File: config.mk
export PLATFORM = sky130hd
export DESIGN_NAME = display_scan_ctrl_flat
export DESIGN_NICKNAME = d
export VERILOG_FILES = /design/src/rtl/display_pkg.sv /design/src/rtl/display_scan_ctrl_if.sv /design/src/rtl/display_scan_ctrl_scan_timer.sv /design/src/rtl/display_scan_ctrl.sv /design/src/flat_wrapper.sv
export SDC_FILE = /design/constraint.sdc
export NUM_CORES = 1
export LEC_CHECK = 0
export CAP_MARGIN = 20
export CORE_MARGIN = 3
export CORE_UTILIZATION = 30
export CTS_CLUSTER_SIZE = 25
export DETAILED_ROUTE_END_ITERATION = 10
export DONT_BUFFER_PORTS = 1
export SETUP_SLACK_MARGIN = 0.4
export SYNTH_ARGS = -nofsm -noshare
export SYNTH_HDL_FRONTEND = slang
export SYNTH_HIERARCHICAL = 1
export SYNTH_SLANG_ARGS = --single-unit
File: constraint.sdc
create_clock -name clk -period 2.9 [get_ports clk]
set_input_delay 0.435 -clock clk [delete_from_list [all_inputs] [get_ports clk]]
set_output_delay 0.435 -clock clk [all_outputs]
set_load 0.02 [all_outputs]
File: src/rtl/display_pkg.sv
// ----------------------------------------------------------------------------
// display_pkg
// Shared types and constants for the 7-segment scan controller.
//   scan_state_t : scan FSM states (S_BLANK = all anodes off, S_DRIVE = one
//                  digit driven)
//   MAX_DIGITS   : widest display the controller can sequence
//   AN_ALL_OFF   : active-low anode pattern with every digit off
//   lz_suppress  : leading-zero test for one digit position
// ----------------------------------------------------------------------------
package display_pkg;

    typedef enum logic [0:0] {
        S_BLANK = 1'b0,
        S_DRIVE = 1'b1
    } scan_state_t;

    localparam int         MAX_DIGITS = 4;
    localparam logic [3:0] AN_ALL_OFF = 4'b1111;

    // True when `digit` is a leading zero: it is not the rightmost digit and
    // every nibble from `digit` up to the last scanned digit is zero.
    function automatic logic lz_suppress(
        input logic [15:0] value,
        input logic [1:0]  digit,
        input int          num_digits
    );
        logic upper_zero;
        upper_zero = 1'b1;
        for (int i = 0; i < MAX_DIGITS; i++) begin
            if ((i >= int'(digit)) && (i < num_digits) && (value[i*4 +: 4] != 4'h0)) begin
                upper_zero = 1'b0;
            end else begin
                upper_zero = upper_zero;
            end
        end
        return (digit != 2'd0) && upper_zero;
    endfunction

endpackage

File: src/rtl/display_scan_ctrl_if.sv
// ----------------------------------------------------------------------------
// display_scan_ctrl_if
// Load handshake between the calculator core and the scan controller.
//   load_valid : core presents a new display value
//   load_ready : controller's pending buffer is empty
//   load_value : four BCD nibbles, nibble i = digit i (digit 0 rightmost)
// A transfer happens on a clock edge with load_valid && load_ready.
// Modports: master = calculator core, slave = display_scan_ctrl.
// ----------------------------------------------------------------------------
interface display_scan_ctrl_if;
    logic        load_valid;
    logic        load_ready;
    logic [15:0] load_value;

    modport master (output load_valid, output load_value, input  load_ready);
    modport slave  (input  load_valid, input  load_value, output load_ready);
endinterface

File: src/rtl/display_scan_ctrl_scan_timer.sv
// ----------------------------------------------------------------------------
// scan_timer
// Up-counter with a run-time terminal count. The owner selects `last` per
// state and feeds `tc` back into `clr`, so the count restarts from zero on
// every state change without ever relying on overflow.
//   clk, reset : clock, synchronous active-low reset
//   clr        : synchronous clear (count <- 0 at the next edge)
//   last       : terminal count value
//   count      : current count
//   tc         : count == last
// ----------------------------------------------------------------------------
module scan_timer #(
    parameter int WIDTH = 2
) (
    input  logic             clk,
    input  logic             reset,
    input  logic             clr,
    input  logic [WIDTH-1:0] last,
    output logic [WIDTH-1:0] count,
    output logic             tc
);

    logic [WIDTH-1:0] count_q;
    logic [WIDTH-1:0] count_d;

    // Next count: clear or increment.
    always_comb begin
        count_d = count_q;
        if (clr) begin
            count_d = {WIDTH{1'b0}};
        end else begin
            count_d = count_q + {{(WIDTH-1){1'b0}}, 1'b1};
        end
    end

    // Count register with synchronous reset.
    always_ff @(posedge clk) begin
        if (!reset) begin
            count_q <= {WIDTH{1'b0}};
        end else begin
            count_q <= count_d;
        end
    end

    assign count = count_q;
    assign tc    = (count_q == last);

endmodule

File: src/rtl/display_scan_ctrl.sv
// ----------------------------------------------------------------------------
// display_scan_ctrl
// Time-multiplexes up to four common-anode 7-segment digits. Each digit is
// preceded by an all-off dead time to suppress ghosting. New values arrive on
// a valid/ready handshake into a pending buffer and are copied to the displayed
// (shadow) value only at a frame boundary.
//
// Ports:
//   clk, reset  : clock, synchronous active-low reset
//   load_if     : slave side of the load handshake (display_scan_ctrl_if)
//   lz_en       : leading-zero blanking enable, used combinationally
//   brightness  : 4-bit duty setting (only with BRIGHTNESS_PWM_EN defined)
//   digit_code  : nibble of the selected digit, to the segment decoder
//   an          : active-low anode enables, at most one bit low
//   blank       : segments must be forced off
//   frame_done  : one-cycle pulse in the first cycle of each new frame
//
// Optional feature macro: BRIGHTNESS_PWM_EN. When defined, the anode is only
// on for the first ((brightness+1)*DWELL_CYCLES)>>4 cycles of each dwell.
// ----------------------------------------------------------------------------
module display_scan_ctrl
    import display_pkg::*;
#(
    parameter int NUM_DIGITS   = 3,
    parameter int DWELL_CYCLES = 500000,
    parameter int BLANK_CYCLES = 1000
) (
    input  logic                clk,
    input  logic                reset,
    display_scan_ctrl_if.slave  load_if,
    input  logic                lz_en,
`ifdef BRIGHTNESS_PWM_EN
    input  logic [3:0]          brightness,
`endif
    output logic [3:0]          digit_code,
    output logic [3:0]          an,
    output logic                blank,
    output logic                frame_done
);

    localparam int              TIMER_MAX   = (DWELL_CYCLES > BLANK_CYCLES) ? DWELL_CYCLES : BLANK_CYCLES;
    localparam int              TW          = $clog2(TIMER_MAX);
    localparam logic [TW-1:0]   DWELL_LAST  = TW'(DWELL_CYCLES - 1);
    localparam logic [TW-1:0]   BLANK_LAST  = TW'(BLANK_CYCLES - 1);
    localparam logic [1:0]      LAST_IDX    = 2'(NUM_DIGITS - 1);
    // Nibbles at or above NUM_DIGITS are dropped on load.
    localparam logic [15:0]     VALUE_MASK  = 16'((32'd1 << (4 * NUM_DIGITS)) - 32'd1);

    scan_state_t  state_q, state_d;
    logic [1:0]   idx_q, idx_d;
    logic [15:0]  shadow_q, shadow_d;
    logic [15:0]  pending_q, pending_d;
    logic         pending_full_q, pending_full_d;
    logic         frame_done_q, frame_done_d;

    logic [TW-1:0] timer_s;
    logic [TW-1:0] timer_last_s;
    logic          timer_tc_s;
    logic          transfer_s;
    logic          boundary_s;
    logic [36:0]   on_cycles_s;
    logic          drive_on_s;
    logic [3:0]    nibble_s;
    logic          suppress_s;

    // Terminal count follows the current state's duration.
    always_comb begin
        if (state_q == S_DRIVE) begin
            timer_last_s = DWELL_LAST;
        end else begin
            timer_last_s = BLANK_LAST;
        end
    end

    scan_timer #(
        .WIDTH (TW)
    ) u_timer (
        .clk   (clk),
        .reset (reset),
        .clr   (timer_tc_s),
        .last  (timer_last_s),
        .count (timer_s),
        .tc    (timer_tc_s)
    );

    assign transfer_s        = load_if.load_valid && !pending_full_q;
    assign boundary_s        = (state_q == S_DRIVE) && timer_tc_s && (idx_q == LAST_IDX);
    assign load_if.load_ready = !pending_full_q;
    assign frame_done        = frame_done_q;

    // Next-state logic for scan sequencing and value buffering.
    always_comb begin
        state_d        = state_q;
        idx_d          = idx_q;
        shadow_d       = shadow_q;
        pending_d      = pending_q;
        pending_full_d = pending_full_q;
        frame_done_d   = boundary_s;

        case (state_q)
            S_BLANK: begin
                if (timer_tc_s) begin
                    state_d = S_DRIVE;
                end else begin
                    state_d = S_BLANK;
                end
            end
            S_DRIVE: begin
                if (timer_tc_s) begin
                    state_d = S_BLANK;
                    if (idx_q == LAST_IDX) begin
                        idx_d = 2'd0;
                    end else begin
                        idx_d = idx_q + 2'd1;
                    end
                end else begin
                    state_d = S_DRIVE;
                end
            end
            default: begin
                state_d = S_BLANK;
                idx_d   = 2'd0;
            end
        endcase

        // A transfer needs an empty buffer, so it can never coincide with a
        // boundary that consumes a full one; a same-cycle transfer waits for
        // the next boundary.
        if (boundary_s && pending_full_q) begin
            shadow_d       = pending_q;
            pending_full_d = 1'b0;
        end else if (transfer_s) begin
            pending_d      = load_if.load_value & VALUE_MASK;
            pending_full_d = 1'b1;
        end else begin
            pending_full_d = pending_full_q;
        end
    end

    // State and data registers with synchronous reset; reset drops any pending value.
    always_ff @(posedge clk) begin
        if (!reset) begin
            state_q        <= S_BLANK;
            idx_q          <= 2'd0;
            shadow_q       <= 16'h0000;
            pending_q      <= 16'h0000;
            pending_full_q <= 1'b0;
            frame_done_q   <= 1'b0;
        end else begin
            state_q        <= state_d;
            idx_q          <= idx_d;
            shadow_q       <= shadow_d;
            pending_q      <= pending_d;
            pending_full_q <= pending_full_d;
            frame_done_q   <= frame_done_d;
        end
    end

    // Anode-on window within a dwell: the whole dwell, or a brightness fraction of it.
    always_comb begin
`ifdef BRIGHTNESS_PWM_EN
        on_cycles_s = ((37'(brightness) + 37'd1) * 37'(DWELL_CYCLES)) >> 4'd4;
`else
        on_cycles_s = 37'(DWELL_CYCLES);
`endif
        drive_on_s = (37'(timer_s) < on_cycles_s);
    end

    assign nibble_s   = shadow_q[{idx_q, 2'b00} +: 4];
    assign suppress_s = lz_en && lz_suppress(shadow_q, idx_q, NUM_DIGITS);

    // Output decode from registered state, index and shadow value.
    always_comb begin
        an         = AN_ALL_OFF;
        blank      = 1'b1;
        digit_code = 4'h0;
        if (state_q == S_DRIVE) begin
            digit_code = nibble_s;
            if (!suppress_s && drive_on_s) begin
                an    = ~(4'b0001 << idx_q);
                blank = 1'b0;
            end else begin
                an    = AN_ALL_OFF;
                blank = 1'b1;
            end
        end else begin
            an    = AN_ALL_OFF;
            blank = 1'b1;
        end
    end

endmodule

File: src/flat_wrapper.sv
// flat-port wrapper written by rule: the top's interface ports become plain ports
module display_scan_ctrl_flat import display_pkg::*;
#(
    parameter int NUM_DIGITS   = 3,
    parameter int DWELL_CYCLES = 500000,
    parameter int BLANK_CYCLES = 1000
)
  (clk, reset, lz_en, digit_code, an, blank, frame_done, load_if_load_valid, load_if_load_value, load_if_load_ready);
  display_scan_ctrl_if load_if_i ();
  input  logic clk;
  input  logic reset;
  input  logic lz_en;
  output logic [3:0] digit_code;
  output logic [3:0] an;
  output logic blank;
  output logic frame_done;
  input wire logic [$bits(load_if_i.load_valid)-1:0] load_if_load_valid;
  input wire logic [$bits(load_if_i.load_value)-1:0] load_if_load_value;
  output wire logic [$bits(load_if_i.load_ready)-1:0] load_if_load_ready;
  assign load_if_i.load_valid = load_if_load_valid;
  assign load_if_i.load_value = load_if_load_value;
  assign load_if_load_ready = load_if_i.load_ready;
  display_scan_ctrl #(.NUM_DIGITS(NUM_DIGITS), .DWELL_CYCLES(DWELL_CYCLES), .BLANK_CYCLES(BLANK_CYCLES)) u_core (.clk(clk), .reset(reset), .load_if(load_if_i), .lz_en(lz_en), .digit_code(digit_code), .an(an), .blank(blank), .frame_done(frame_done));
endmodule
==> flow_summary_export.csv, run 1 <==
group,metric,value,unit
worst_setup_path,regToRegSetupSlack,620,ps
grt,grt_pass1_vias,1694,
power,swShare,22.5,%
logic_synthesis,synth_ff_type,"dfxtp_1",
sta,period_share,78.8,%
placed_design,gp_congestion,0.838,
sta,max_slew_margin,50.6,%
grt,grt_usage,11.5,%
floorplan,dieArea,9090,µm²
worst_setup_path,r2r_cells,9,
sta,period_minus_slack,2280,ps
worst_setup_path,worstSetupPathType,"flop to flop",
logic_synthesis,synth_top_area_cell,"dfxtp_1",
detailed_routing,drt-initial-drc-count,92,
sta,worst_pin_slew,740,ps
power,p_int,887,µW
floorplan,fp.dieH,95.3,µm
sta,hold_viol_final,0,
finish,antenna_cells,0,
logic_synthesis,synthCells,285,
logic_synthesis,seq_area_frac_synth,40.1,%
power,p_sw,258,µW
sta,tns,0,ps
logic_synthesis,ys_async_sr_fraction,0,%
logic_synthesis,synth.yosys.warnings,6,
detailed_routing,route.vias.total,1848,
logic_synthesis,synthMuxAreaShare,2.09,%
logic_synthesis,synth_cell_types,44,
power,clock_power_share,36.3,%
outcome,outcome,"completed",
floorplan,num_rows,31,
sta,rsz0062_at_grt,"false",
sta,worst_clock_skew,7.57,ps
placed_design,io_buffers,0,
finish,num-nets-final,309,
logic_synthesis,synth_compound_area_share,14.1,%
floorplan,start_util,32.0,%
finish,drive_above_1_share,8.68,%
logic_synthesis,synth_top_family_by_area,"simple AND/OR/NAND/NOR gates",
clock_network,cts_buffer_depth,2,
sta,drv_slew,0,
placed_design,hpwl,3540,µm
logic_synthesis,ys_ff_latch,48,
power,power,1.14,mW
power,ir_drop,173,µV
logic_synthesis,synth_top_area_share,40.1,%
power,combinationalPowerShare,4.1,%
job,maxCapViolations,0,
clock_network,cts_tree,"built",
logic_synthesis,synth_edf_count,0,
power,leakage,0.923,nW
detailed_routing,via_per_inst,4.78,
clock_network,numCtsBuffers,5,
logic_synthesis,synthAdderAreaFrac,1.04,%
logic_synthesis,synth_area,2390,µm²
floorplan,pin_count,31,
worst_setup_path,startpoint_type,"flop",
detailed_routing,wl_per_cell,12.5,µm
clock_network,clk_pin_slew,90,ps
grt,grt_max_degree,31,
grt,grt_pass1_wl,8220,µm
worst_setup_path,required,3120,ps
clock_network,cts_root_buf,"clkbuf_8",
clock_network,cts_sinks,48,
floorplan,fp.coreArea,7490,µm²
floorplan,fp.dieW,95.3,µm
detailed_routing,final_antenna_net_count,0,
clock_network,htree_levels,2,
detailed_routing,drc_errors,0,
worst_setup_path,cp_max_fo,13,
finish,area_delta_synth_final,8.10,%
sta,fmax,438,MHz
hold_path,min_path_cells,1,
grt,antenna_found_initial,0,
worst_setup_path,worstPathArrival,2510,ps
worst_setup_path,crit_path_end_kind,"flop",
logic_synthesis,synth_area_leaders,"dfxtp_1 (40%), xor2_1 (8.4%), nand2_1 (8.3%)",
sta,setup_viol,0,
logic_synthesis,synth-simple-area-share,27.7,%
detailed_routing,dr.pass1.iters,4,
logic_synthesis,synth_xor_area_share,10.6,%
clock_network,clock_latency,300,ps
hold_path,min_path_type,"input pin to flop",
logic_synthesis,avgSynthCellArea,8.40,µm²
detailed_routing,wl,4850,µm
power,power.share.sequential,59.7,%
power,p_per_area,442,nW/µm²
grt,grt.overflow.total,0,
==> layout make-up <==
class | count | area (µm²)
fillers | 817 | 4900
multi-input cells | 224 | 1370
flip-flops and latches | 48 | 961
well taps | 99 | 124
clock buffers | 7 | 86.3
inverters | 6 | 22.5
repair buffers | 2 | 15.0
clock inverters | 1 | 7.51
==> power by group through the flow <==
stage	Sequential (mW)	Clock [mW]	Combinational, mW
after CTS	0.683	0.435	0.0469
after detailed placement	0.699	0	0.0467
after global routing	0.687	0.463	0.0549
after floorplan	0.696	0	0.0445
after global placement	0.698	0	0.0457
final	0.683	0.415	0.0464
==> what timing repair did <==
action,CTS,global route
hold buffers,0,0
gates resized for setup,2,2
setup endpoints to repair,12,23
setup buffers,0,0
hold endpoints to repair,0,0
cloned,0,0
==> metrics by stage <==
stage / utilization [%] / instances / cell area, µm² / setup WS, ps / hold slack, ps
3_5_place_dp: 33.1 / 379 / 2480 / 246 / 446
4_1_cts: 34.5 / 387 / 2580 / 417 / 248
2_1_floorplan: - / 291 / 2420 / 463 / 431
3_3_place_gp: 33.1 / 379 / 2480 / 309 / 440
6_report: 34.6 / 387 / 2590 / 616 / 268
5_1_grt: 34.6 / 387 / 2590 / 407 / 251
==> Yosys cell counts (all sizes together) (6+ instances only) <==
library cell,instances
nor4,10
xnor2,6
nand4,8
nand3,13
a21boi,25
o21ai,6
a21oi,10
dfxtp,48
nor2,24
xor2,23
inv,6
buf,7
nand2,53
==> worst max-delay path, cell delays in order, from the launching register on <==
cell and delay [ps]:
dfxtp_1 350, inv_2 100, xor2_1 150, nor4_1 390, nand4_1 180, nor4_2 210
ha_2 320, and3_4 290, nand2_1 80, a21boi_0 140
==> worst paths after layout <==
kind	start	endpoint
hold reg to reg	u_core/pending_q[3]	u_core/pending_q[3]
setup / recovery	u_core/state_q	u_core/shadow_q[6]
hold / removal	reset	u_core/idx_q[0]
setup reg to reg	u_core/state_q	u_core/shadow_q[6]
==> kinds of logic (layout without fill, tap and decap cells) <==
kind of cell	Yosys count	after routing
fa+ha+maj	2	2
compound gates	48	48
buf+inv	19	16
mux	5	5
other cells	2	8
flops	48	48
simple gates	132	132
xor+xnor	29	29
==> cell usage in the layout, fill, tap and decap left out, types with 2 or more instances in the layout <==
master	Yosys	layout
nor4_1	9	8
dfxtp_1	48	48
buf_4	0	2
nand2_1	53	53
nor2b_1	3	3
clkbuf_8	0	6
nand4_1	8	8
xnor2_1	6	6
a21oi_1	10	10
mux2i_1	5	5
conb_1	2	8
inv_1	6	5
a21boi_0	10	10
and3_1	3	3
nor2_1	24	24
nor2b_2	2	2
xor2_1	23	23
o21ai_0	5	5
nand3_1	12	11
nand2b_1	2	2
nor3_1	3	3
or3_1	3	3
a21boi_1	15	15
==> per-layer routing <==
metal  wire, µm  global-route usage, %  up-vias
met5          0                      0        -
met4         36                   2.88        0
met3        241                   3.39        4
met2       2440                   19.5       29
met1       2130                   14.1      854
li1           -                      -      961
==> registers in the layout, indices dropped and copies added, names as in the netlist <==
name	flops
u_core/pending_full_q	1
u_core/idx_q	2
u_core/frame_done	1
u_core/pending_q	12
u_core/state_q	1
u_core/u_timer/count	19
u_core/shadow_q	12
(Power assumes the default switching activity.)
==> inputs of run 2 (changes only) <==
clock period = 2 ns   (was 2.9 ns; I/O delays follow)
==> flow_summary_export.csv, run 2 (synthesis gave the netlist of run 1 again) <==
group,metric,value,unit
outcome,outcome,"finished, violations left",
outcome,violations,"setup timing",
detailed_routing,final_antenna_net_count,0,
grt,grt_pass1_wl,8890,µm
worst_setup_path,cp_slowest_cell,"dfxtp_4",
detailed_routing,dr.pass1.iters,4,
detailed_routing,drc_errors,0,
finish,antenna_cells,0,
power,leakage,1.17,nW
finish,drive_above_1_share,32.3,%
worst_setup_path,crit_family,"simple AND/OR/NAND/NOR gates",
worst_setup_path,worstSetupPathType,"flop to flop",
worst_setup_path,crit_chain,"buf_12 > xor2_1 > nor4_1 > nand4_1 > nor4_2 > ha_2 > and3_4 > nand2_2 > a21boi_1",
worst_setup_path,worstPathArrival,2410,ps
floorplan,dieArea,9090,µm²
floorplan,fp.dieH,95.3,µm
worst_setup_path,crit_path_end_kind,"flop",
worst_setup_path,r2r-start,"u_core/state_q",
sta,setup_viol,17,
worst_setup_path,path_buf_inv,1,
clock_network,htree_levels,2,
sta,finalWorstSetupSlack,-172,ps
sta,period_share,109,%
clock_network,clk_pin_slew,90,ps
sta,worst_clock_skew,4.68,ps
worst_setup_path,regToRegSetupSlack,-170,ps
detailed_routing,route.vias.total,2054,
detailed_routing,via_per_inst,4.81,
detailed_routing,wl_per_cell,13.0,µm
finish,num-nets-final,349,
worst_setup_path,cp_max_fo,7,
grt,grt_pass1_vias,1932,
placed_design,hpwl,3840,µm
finish,area_delta_synth_final,33.5,%
detailed_routing,wl,5550,µm
worst_setup_path,required,2240,ps
power,ir_drop,415,µV
finish,final_common_cell,"nand2_1",
power,p_per_area,567,nW/µm²
clock_network,postCtsHoldBufs,0,
sta,fmax,460,MHz
sta,period_minus_slack,2170,ps
floorplan,pin_count,31,
worst_setup_path,path_depth,9,
sta,tns,-2190,ps
clock_network,cts_root_buf,"clkbuf_8",
worst_setup_path,startpoint,"u_core/state_q",
worst_setup_path,cpPeakStageDelay,380,ps
hold_path,min_path_cells,2,
floorplan,fp.dieW,95.3,µm
worst_setup_path,r2r-end,"u_core/shadow_q[11]",
placed_design,io_buffers,0,
floorplan,start_util,32.0,%
clock_network,numCtsBuffers,5,
worst_setup_path,crit_end,"u_core/shadow_q[11]",
grt,grt_max_degree,31,
clock_network,cts_tree,"built",
grt,antenna_found_initial,0,
clock_network,cts_sinks,48,
sta,drv_slew,0,
finish,largest_register_ffs,19,
floorplan,fp.coreArea,7490,µm²
worst_setup_path,r2r_cells,9,
floorplan,num_rows,31,
hold_path,min_path_type,"input pin to flop",
finish,finalInstanceArea,3200,µm²
clock_network,cts_buffer_depth,2,
sta,rsz0062_at_grt,"true",
grt,grt.overflow.total,0,
worst_setup_path,startpoint_type,"flop",
detailed_routing,drt-initial-drc-count,53,
grt,grt_usage,12.6,%
placed_design,placed_cell_area,2730,µm²
sta,hold_viol_final,0,
clock_network,clock_latency,310,ps
placed_design,gp_congestion,0.741,
finish,final_cell_mix,"nand2_1 (48), dfxtp_1 (43), buf_4 (29)",
job,maxCapViolations,0,
==> run 2: per-stage QoR <==
stage	total power [mW]	std cells	hold slack [ps]	util, %	setup slack, ps
floorplan	1.08	291	431	-	2.91
global placement	1.09	404	428	36.5	-176
detailed placement	1.09	404	433	36.5	-196
CTS	1.81	419	108	40.1	-82.2
global route	1.88	427	114	42.7	-387
finish	1.81	427	116	42.7	-172
==> run 2: routing by layer <==
metal | track usage, % | wire, µm | vias up
li1 | - | - | 1058
met1 | 14.7 | 2430 | 954
met2 | 21.7 | 2770 | 34
met3 | 3.71 | 254 | 8
met4 | 4.33 | 91 | 0
met5 | 0 | 0 | -
==> run 2: area by class of cell <==
type	instances	area (µm²)
multi-input combinational	225	1580
sequential	48	975
timing repair buffer	41	379
clock inverter	3	47.5
inverter	6	27.5
tap	99	124
clock buffer	5	68.8
fill	730	4290
==> run 2: what timing repair did <==
action | in CTS | in global routing
buffers inserted | 6 | 7
pin swaps | 16 | 20
endpoints found under the setup margin | 45 | 45
resized for setup | 21 | 35
gates cloned | 1 | 1
==> run 2: worst reg2reg max path, cell delays in order, from the launching register on <==
cell and delay, ps:
dfxtp_4 380, buf_12 140, xor2_1 140, nor4_1 320, nand4_1 160, nor4_2 220, ha_2 290, and3_4 260
nand2_2 60, a21boi_1 130
==> run 2: power by group <==
part           switching (mW)  leakage (nW)  internal [mW]  total (mW)
Sequential             0.0175         0.392          0.972       0.990
Combinational          0.0495         0.723         0.0466      0.0961
Clock                   0.351        0.0583          0.377       0.728
==> run 2: worst min-delay path by stage <==
stage,from,end,slack (ps)
detailed placement,reset,u_core/state_q,430
global placement,reset,u_core/state_q,430
CTS,reset,u_core/idx_q[0],110
floorplan,u_core/pending_q[0],u_core/shadow_q[0],430
finish,load_if_load_value[4],u_core/pending_q[4],120
global route,load_if_load_value[6],u_core/pending_q[6],110
